`src/rtl/load_store_unit.sv`:
```
// rtl/load_store_unit.sv - data-memory load/store stage with lane alignment, extension and timeout
module load_store_unit #(
  parameter int TIMEOUT = 16,
  parameter int CNT_W   = 5
) (
  input  logic        clk,
  input  logic        rst,
  input  logic        req_valid,
  output logic        req_ready,
  input  logic        req_store,
  input  logic [1:0]  req_size,
  input  logic        req_unsigned,
  input  logic [31:0] req_addr,
  input  logic [31:0] req_wdata,
  output logic        resp_valid,
  output logic [31:0] resp_rdata,
  output logic        resp_err,
  output logic        mem_req,
  output logic        mem_we,
  output logic [31:0] mem_addr,
  output logic [3:0]  mem_be,
  output logic [31:0] mem_wdata,
  input  logic [31:0] mem_rdata,
  input  logic        mem_ack
);

  typedef enum logic [1:0] {S_IDLE, S_WAIT, S_RESP} state_t;

  localparam logic [CNT_W-1:0] TIMEOUT_C = CNT_W'(TIMEOUT);

  state_t            state_q, state_d;
  logic [CNT_W-1:0]  cnt_q, cnt_d;
  logic              store_q, store_d;
  logic              unsigned_q, unsigned_d;
  logic [1:0]        size_q, size_d;
  logic [1:0]        lane_q, lane_d;
  logic              req_ready_q, req_ready_d;
  logic              resp_valid_q, resp_valid_d;
  logic [31:0]       resp_rdata_q, resp_rdata_d;
  logic              resp_err_q, resp_err_d;
  logic              mem_req_q, mem_req_d;
  logic              mem_we_q, mem_we_d;
  logic [31:0]       mem_addr_q, mem_addr_d;
  logic [3:0]        mem_be_q, mem_be_d;
  logic [31:0]       mem_wdata_q, mem_wdata_d;

  logic              misaligned;
  logic [3:0]        st_be;
  logic [31:0]       st_wdata;
  logic [31:0]       rd_shift;
  logic [15:0]       rd_half;
  logic [31:0]       ld_data;

  always_comb begin
    misaligned = (req_size == 2'b11) ||
                 (req_size == 2'b01 && req_addr[0]) ||
                 (req_size == 2'b10 && req_addr[1:0] != 2'b00);
    case (req_size)
      2'b00:   begin st_be = 4'b0001 << req_addr[1:0]; st_wdata = {4{req_wdata[7:0]}};  end
      2'b01:   begin st_be = 4'b0011 << req_addr[1:0]; st_wdata = {2{req_wdata[15:0]}}; end
      default: begin st_be = 4'b1111;                  st_wdata = req_wdata;            end
    endcase
  end

  // Load extraction works on the latched lane/size against the word returned with the ack.
  always_comb begin
    rd_shift = mem_rdata >> {lane_q, 3'b000};
    rd_half  = lane_q[1] ? mem_rdata[31:16] : mem_rdata[15:0];
    case (size_q)
      2'b00:   ld_data = {(unsigned_q ? 24'h0 : {24{rd_shift[7]}}), rd_shift[7:0]};
      2'b01:   ld_data = {(unsigned_q ? 16'h0 : {16{rd_half[15]}}), rd_half};
      default: ld_data = mem_rdata;
    endcase
  end

  always_comb begin
    state_d      = state_q;
    cnt_d        = cnt_q;
    store_d      = store_q;
    unsigned_d   = unsigned_q;
    size_d       = size_q;
    lane_d       = lane_q;
    resp_valid_d = 1'b0;
    resp_rdata_d = resp_rdata_q;
    resp_err_d   = resp_err_q;
    mem_req_d    = mem_req_q;
    mem_we_d     = mem_we_q;
    mem_addr_d   = mem_addr_q;
    mem_be_d     = mem_be_q;
    mem_wdata_d  = mem_wdata_q;
    case (state_q)
      S_IDLE: begin
        if (req_valid) begin
          store_d      = req_store;
          unsigned_d   = req_unsigned;
          size_d       = req_size;
          lane_d       = req_addr[1:0];
          resp_rdata_d = 32'h0;
          if (misaligned) begin
            state_d      = S_RESP;
            resp_valid_d = 1'b1;
            resp_err_d   = 1'b1;
          end else begin
            state_d     = S_WAIT;
            cnt_d       = '0;
            resp_err_d  = 1'b0;
            mem_req_d   = 1'b1;
            mem_we_d    = req_store;
            mem_addr_d  = {req_addr[31:2], 2'b00};
            mem_be_d    = req_store ? st_be : 4'b0000;
            mem_wdata_d = req_store ? st_wdata : 32'h0;
          end
        end
      end
      S_WAIT: begin
        if (mem_ack || (cnt_q + CNT_W'(1)) == TIMEOUT_C) begin
          state_d      = S_RESP;
          resp_valid_d = 1'b1;
          resp_err_d   = !mem_ack;
          resp_rdata_d = (mem_ack && !store_q) ? ld_data : 32'h0;
          mem_req_d    = 1'b0;
          mem_we_d     = 1'b0;
          mem_addr_d   = 32'h0;
          mem_be_d     = 4'b0000;
          mem_wdata_d  = 32'h0;
        end else begin
          cnt_d = cnt_q + CNT_W'(1);
        end
      end
      default: begin
        state_d      = S_IDLE;
        resp_rdata_d = 32'h0;
        resp_err_d   = 1'b0;
      end
    endcase
    req_ready_d = (state_d == S_IDLE);
  end

  always_ff @(posedge clk) begin
    if (!rst) begin
      state_q      <= S_IDLE;
      cnt_q        <= '0;
      store_q      <= 1'b0;
      unsigned_q   <= 1'b0;
      size_q       <= 2'b00;
      lane_q       <= 2'b00;
      req_ready_q  <= 1'b1;
      resp_valid_q <= 1'b0;
      resp_rdata_q <= 32'h0;
      resp_err_q   <= 1'b0;
      mem_req_q    <= 1'b0;
      mem_we_q     <= 1'b0;
      mem_addr_q   <= 32'h0;
      mem_be_q     <= 4'b0000;
      mem_wdata_q  <= 32'h0;
    end else begin
      state_q      <= state_d;
      cnt_q        <= cnt_d;
      store_q      <= store_d;
      unsigned_q   <= unsigned_d;
      size_q       <= size_d;
      lane_q       <= lane_d;
      req_ready_q  <= req_ready_d;
      resp_valid_q <= resp_valid_d;
      resp_rdata_q <= resp_rdata_d;
      resp_err_q   <= resp_err_d;
      mem_req_q    <= mem_req_d;
      mem_we_q     <= mem_we_d;
      mem_addr_q   <= mem_addr_d;
      mem_be_q     <= mem_be_d;
      mem_wdata_q  <= mem_wdata_d;
    end
  end

  assign req_ready  = req_ready_q;
  assign resp_valid = resp_valid_q;
  assign resp_rdata = resp_rdata_q;
  assign resp_err   = resp_err_q;
  assign mem_req    = mem_req_q;
  assign mem_we     = mem_we_q;
  assign mem_addr   = mem_addr_q;
  assign mem_be     = mem_be_q;
  assign mem_wdata  = mem_wdata_q;

endmodule
```
`config.mk`:
```
export PLATFORM = sky130hd
export DESIGN_NAME = load_store_unit
export DESIGN_NICKNAME = d
export VERILOG_FILES = /design/src/rtl/load_store_unit.sv
export SDC_FILE = /design/constraint.sdc
export NUM_CORES = 1
export LEC_CHECK = 0
export ABC_CLOCK_PERIOD_IN_PS = 2000
export CAP_MARGIN = 30
export CORE_ASPECT_RATIO = 1.4
export CORE_MARGIN = 2
export CORE_UTILIZATION = 43
export CTS_CLUSTER_SIZE = 8
export DETAILED_ROUTE_END_ITERATION = 7
export GPL_TIMING_DRIVEN = 0
export MAX_ROUTING_LAYER = met4
export PLACE_DENSITY_LB_ADDON = 0.2
export SYNTH_ARGS = -nofsm -noshare
export SYNTH_HDL_FRONTEND = slang
export SYNTH_SLANG_ARGS = --single-unit
```
`constraint.sdc`:
```
create_clock -name clk -period 2 [get_ports clk]
set_clock_uncertainty 0.05 [all_clocks]
set_input_delay 0.3 -clock clk [delete_from_list [all_inputs] [get_ports clk]]
set_output_delay 0.3 -clock clk [all_outputs]
set_load 0.05 [all_outputs]
```
* After elaboration in Yosys (flattened, before gate mapping) *
Index checks and enable logic that the tools add are counted.

operators by class
  $add $sub $neg = 1
  eq/ne operators = 10
  shift operators = 3
  muxes and demuxes = 45
  reductions and logical operators = 18

operators with widths
  operator               number
  $pmux W32 S2           5
  $mux W32               9
  $mux W16               2
  $shr A32 B5 Y8         1
  $mux W24               1
  $mux W4                4
  $pmux W4 S2            2
  $mux W5                3
  $mux W1                10
  $pmux W5 S2            1
  $logic_not A2 Y1       4
  $ne A2 B2 Y1 const B   4
  $pmux W1 S2            4
  $reduce_and A4 Y1      2
  $eq A2 B1 Y1 const B   3
  $mux W2                3
  $add A5 B1 Y5 const B  1
  $eq A5 B5 Y1 const B   1
  $eq A2 B2 Y1 const B   2
  $pmux W2 S2            1
  $reduce_and A2 Y1      2
  $reduce_bool A2 Y1     2
  $shl A1 B2 Y4 const A  1
  $shl A2 B2 Y4 const A  1
  3 further kinds        8

storage, ports and cells
  bits in registers = 118
  input bits = 104
  output and inout port bits = 105
  word-level logic and storage cells = 92

* Depth between registers and ports, before layout *
  word-level depth = 8
  gate-level depth with buffers = 7
  mapped depth without buffers = 5

* Worst setup path after synthesis *
No wires, ideal clock.

  kind = register to register
  start = register cnt_q[0]
  end = register mem_wdata_q[1] (netlist: mem_wdata[1])
  library setup time = 117 ps
  arrival = 1540 ps
  data required time = 1833 ps
  setup slack = 292 ps
  stages on the path, launching flop included = 7
  path buffers = 2
  period minus slack after synthesis = 1708 ps
  cells stage by stage = dfxtp_1 > and2_1 > o21a_1 > o311a_1 > buf_2 > buf_6 > a32o_1

on the way
  cells in the longest elaborated chain, start to end = 5

ends and longest elaborated chain
  what                         line  RTL
  start: declaration           32    logic [CNT_W-1:0] cnt_q, cnt_d;
  start signal: assignment     158   cnt_q <= cnt_d;
  $add A5 B1 Y5                116   if (mem_ack || (cnt_q + CNT_W'(1)) == TIMEOUT_C) begin
  $eq A5 B5 Y1                 116
  $logic_or A1 B1 Y1           116
  $ne A2 B2 Y1 (no line)       -
  $reduce_and A4 Y1 (no line)  -
  end signal: assignment       171   mem_wdata_q <= mem_wdata_d;
  end: declaration             45    logic [31:0] mem_wdata_q, mem_wdata_d;

Every way passes these cells.
A chain may end at the register's enable or synchronous reset.

* Worst setup path after layout *
  start = register mem_wdata_q[7] (netlist: mem_wdata[7])
  end = output mem_wdata[7]

RTL lines
  what              line  RTL
  end: declaration  22    output logic [31:0] mem_wdata,

No word-level cell between the ends.

==> out/results.txt <==
Status -> completed
Average wire per standard cell -> 19.11 um
Max stage delay cell, worst path -> clkdlybuf4s50_1
Max Freq -> 0.5115 GHz
Post-synthesis sequential area ratio -> 47.42%
Synthesis-stage register bit count -> 116
Leak Pwr -> 2.915 nW
Finished Layout Cells -> 864
EDFF count, synth -> 0
PD cells -> 901.3 mW/mm2
Setup violators final -> 0
Crit path buf inv count -> 1
Via count -> 5,006
Final core occ -> 69.54%
Vias in the first global route -> 5,102
Later-pin clock latency in the skew report -> 0.41 ns
Most common cell after layout, fill and taps aside -> clkdlybuf4s50_1
Num Clock Sinks -> 116
Post-synth ARST share -> 0%
Min-Delay Endpoint -> lane_q[0]$_SDFFE_PN0P_
CTS H-Tree Depth -> 4
DIE HEIGHT -> 130.3 um
Layout cells sized above 1 -> 11.53%
Hold Path Origin -> req_addr[0]
ANT nets after route -> 0
Rows -> 46
Dpl cells -> 832
Final nets -> 812
Unique masters post-synth -> 54
Post-DR vias/cell -> 5.794
Die width -> 94.20 um
CTS tree -> yes
First-pass GRT wire length -> 25,440 um
Placeable Area -> 0.01122 mm2
N_diodes -> 0
Pre-antenna DRT Iters -> 5
Clock Tree Root -> clkbuf_16
Cells along the critical path -> clkdlybuf4s50_1
Worst Path Arrival -> 1.61 ns
Worst hold path class -> in2reg
GP Congestion -> 0.8854
Num CTS Buffers -> 17
Grt ovf -> 0
CTS max path bufs -> 2
Ports -> 209
Crit. End Element -> primary output
Drt total wl -> 16,510 um
Port Buffers -> 202
Reg-to-reg endpoint -> resp_rdata[12]$_SDFFE_PN0P_
Max-Cap Viols -> 0
Pin count of the biggest net entering global routing -> 17
Post-Syn Area per Cell -> 10.10 um2
Post-Syn Area -> 0.004897 mm2
Peak VDD IR -> 0.6511 mV
Hold depth -> 3
Dominant cells by area after synthesis -> dfxtp_1 (47%), a32o_1 (8.2%), mux2i_1 (6.3%)
Critical path's largest stage delay -> 0.84 ns
R2R depth -> 4
RR Startpoint -> lane_q[1]$_SDFFE_PN0P_
RSZ-0062 raised after global routing -> no
CP Class -> reg2out
Remaining DRCs -> 0
Top FF cell, synth -> dfxtp_1
Tot GR Track Use -> 27.49%
Biggest area consumer among synthesized cells -> dfxtp_1
CP Max Fanout -> 2
Hpwl dp -> 12,290 um
Synth top area share -> 47.42%
Fin Hold WS -> 0.2110 ns
YS warnings -> 0
DIE AREA -> 0.01227 mm2
Clock-pin slew on the worst setup and hold paths -> 0.06 ns
Antenna violations before repair -> 0
Most frequent cells in the layout -> clkdlybuf4s50_1 (202), dfxtp_1 (116), o22ai_1 (40), a32o_1 (40)
Crit path required time -> 1.65 ns
Period utilization -> 97.76%
Initial DRC Count -> 334
CP delay by family, top -> buffers and inverters
Hold Violations, Final -> 0
Max_slew headroom -> 36.92%
Synth-to-Final Area Change -> 59.38%
CP startpoint kind -> flip-flop
Measured slew at the worst slew-check pin -> 0.9427 ns
Initial Utilization -> 43.63%
Tmin final -> 1.955 ns
Pins Over Slew Limit -> 0
Reg-to-reg slack, setup -> 0.05 ns
Post-CTS Setup Inserts -> 0
Synth Instances -> 485
-- cell type report --
| class | instances | area (um2) |
|---|---|---|
| Buffer | 45 | 242.7 |
| Inverter | 4 | 15.01 |
| Tap cell | 144 | 180.2 |
| Clock inverter | 15 | 231.5 |
| Multi-Input combinational cell | 321 | 2366 |
| Sequential cell | 116 | 2322 |
| Fill cell | 897 | 3418 |
| Timing Repair Buffer | 202 | 2022 |
| Clock buffer | 17 | 425.4 |
-- where the power goes --
group          switching (W)  leakage, nW  internal [W]
registers          0.0000594        0.941       0.00240
logic               0.000704         1.66      0.000512
clock network        0.00114        0.314       0.00222
-- flip-flops by register name, summed over array words and instances (netlist names), 2 cells and up --
register    flops
size_q          2
lane_q          2
resp_rdata     32
state_q         2
cnt_q           5
mem_wdata      32
mem_addr       30
mem_be          4
-- cells in the mapped netlist, types with 3 or more instances --
cell / number
a221o_1: 16
a32o_1: 40
nor3_1: 5
and2_1: 3
buf_2: 23
nor2_1: 25
a22o_1: 8
o21a_1: 3
dfxtp_1: 116
nand2b_1: 6
buf_6: 4
o2bb2ai_1: 8
o22ai_1: 40
buf_4: 3
nor2b_1: 3
o21ai_0: 13
o21ai_1: 6
nand3_1: 9
mux2i_1: 31
mux2_1: 7
clkbuf_1: 15
a21boi_1: 8
nand2_1: 31
a21oi_1: 25
-- worst max-delay path by stage --
stage / from / to / slack [ns] / cells after the start
floorplan: cnt_q[0]$_SDFFE_PN0P_ / mem_wdata[1]$_SDFFE_PN0P_ / 0.29 / 6
global placement: rst / resp_rdata[28]$_SDFFE_PN0P_ / -0.43 / 6
detailed placement: rst / resp_rdata[27]$_SDFFE_PN0P_ / -0.50 / 6
CTS: state_q[0]$_SDFF_PN0_ / mem_wdata[7]$_SDFFE_PN0P_ / 0.02 / 7
global route: mem_wdata[7]$_SDFFE_PN0P_ / mem_wdata[7] / 0.005 / 1
finish: mem_wdata[7]$_SDFFE_PN0P_ / mem_wdata[7] / 0.04 / 1
-- stage by stage --
stage	cell area (um2)	total power, W	setup WS, ns	setup TNS (ns)
2_1_floorplan	4901	0.003196	0.2924	0
3_3_place_gp	7103	0.003678	-0.4293	-25.11
3_5_place_dp	7103	0.003705	-0.5015	-29.17
4_1_cts	7776	0.007059	0.02365	0
5_1_grt	7805	0.007236	0.005085	0
6_report	7805	0.007035	0.04480	0
-- layer usage --
layer | global-route usage [%] | share of wire (%)
met2 | 48.66 | 53
met5 | - | 0
met3 | 8.661 | 7.7
met1 | 27.92 | 37
met4 | 11.34 | 2.9
-- logic make-up after synthesis --
kind of cell / share of synthesized area, %
buf+inv: 5.186
compound gates: 28.72
fa+ha+maj: 0.2555
flops: 47.42
mux: 8.636
xor+xnor: 0.1789
other cells: 0.07657
simple gates: 9.530
-- repair_timing --
| action | CTS | global route |
|---|---|---|
| hold endpoints to repair | 0 | 0 |
| setup endpoints to repair | 31 | 84 |
| hold buffers | 0 | 0 |
| cloned | 0 | 0 |
| gates resized for setup | 2 | 13 |
Note: power is estimated with default switching activity, not from simulation.
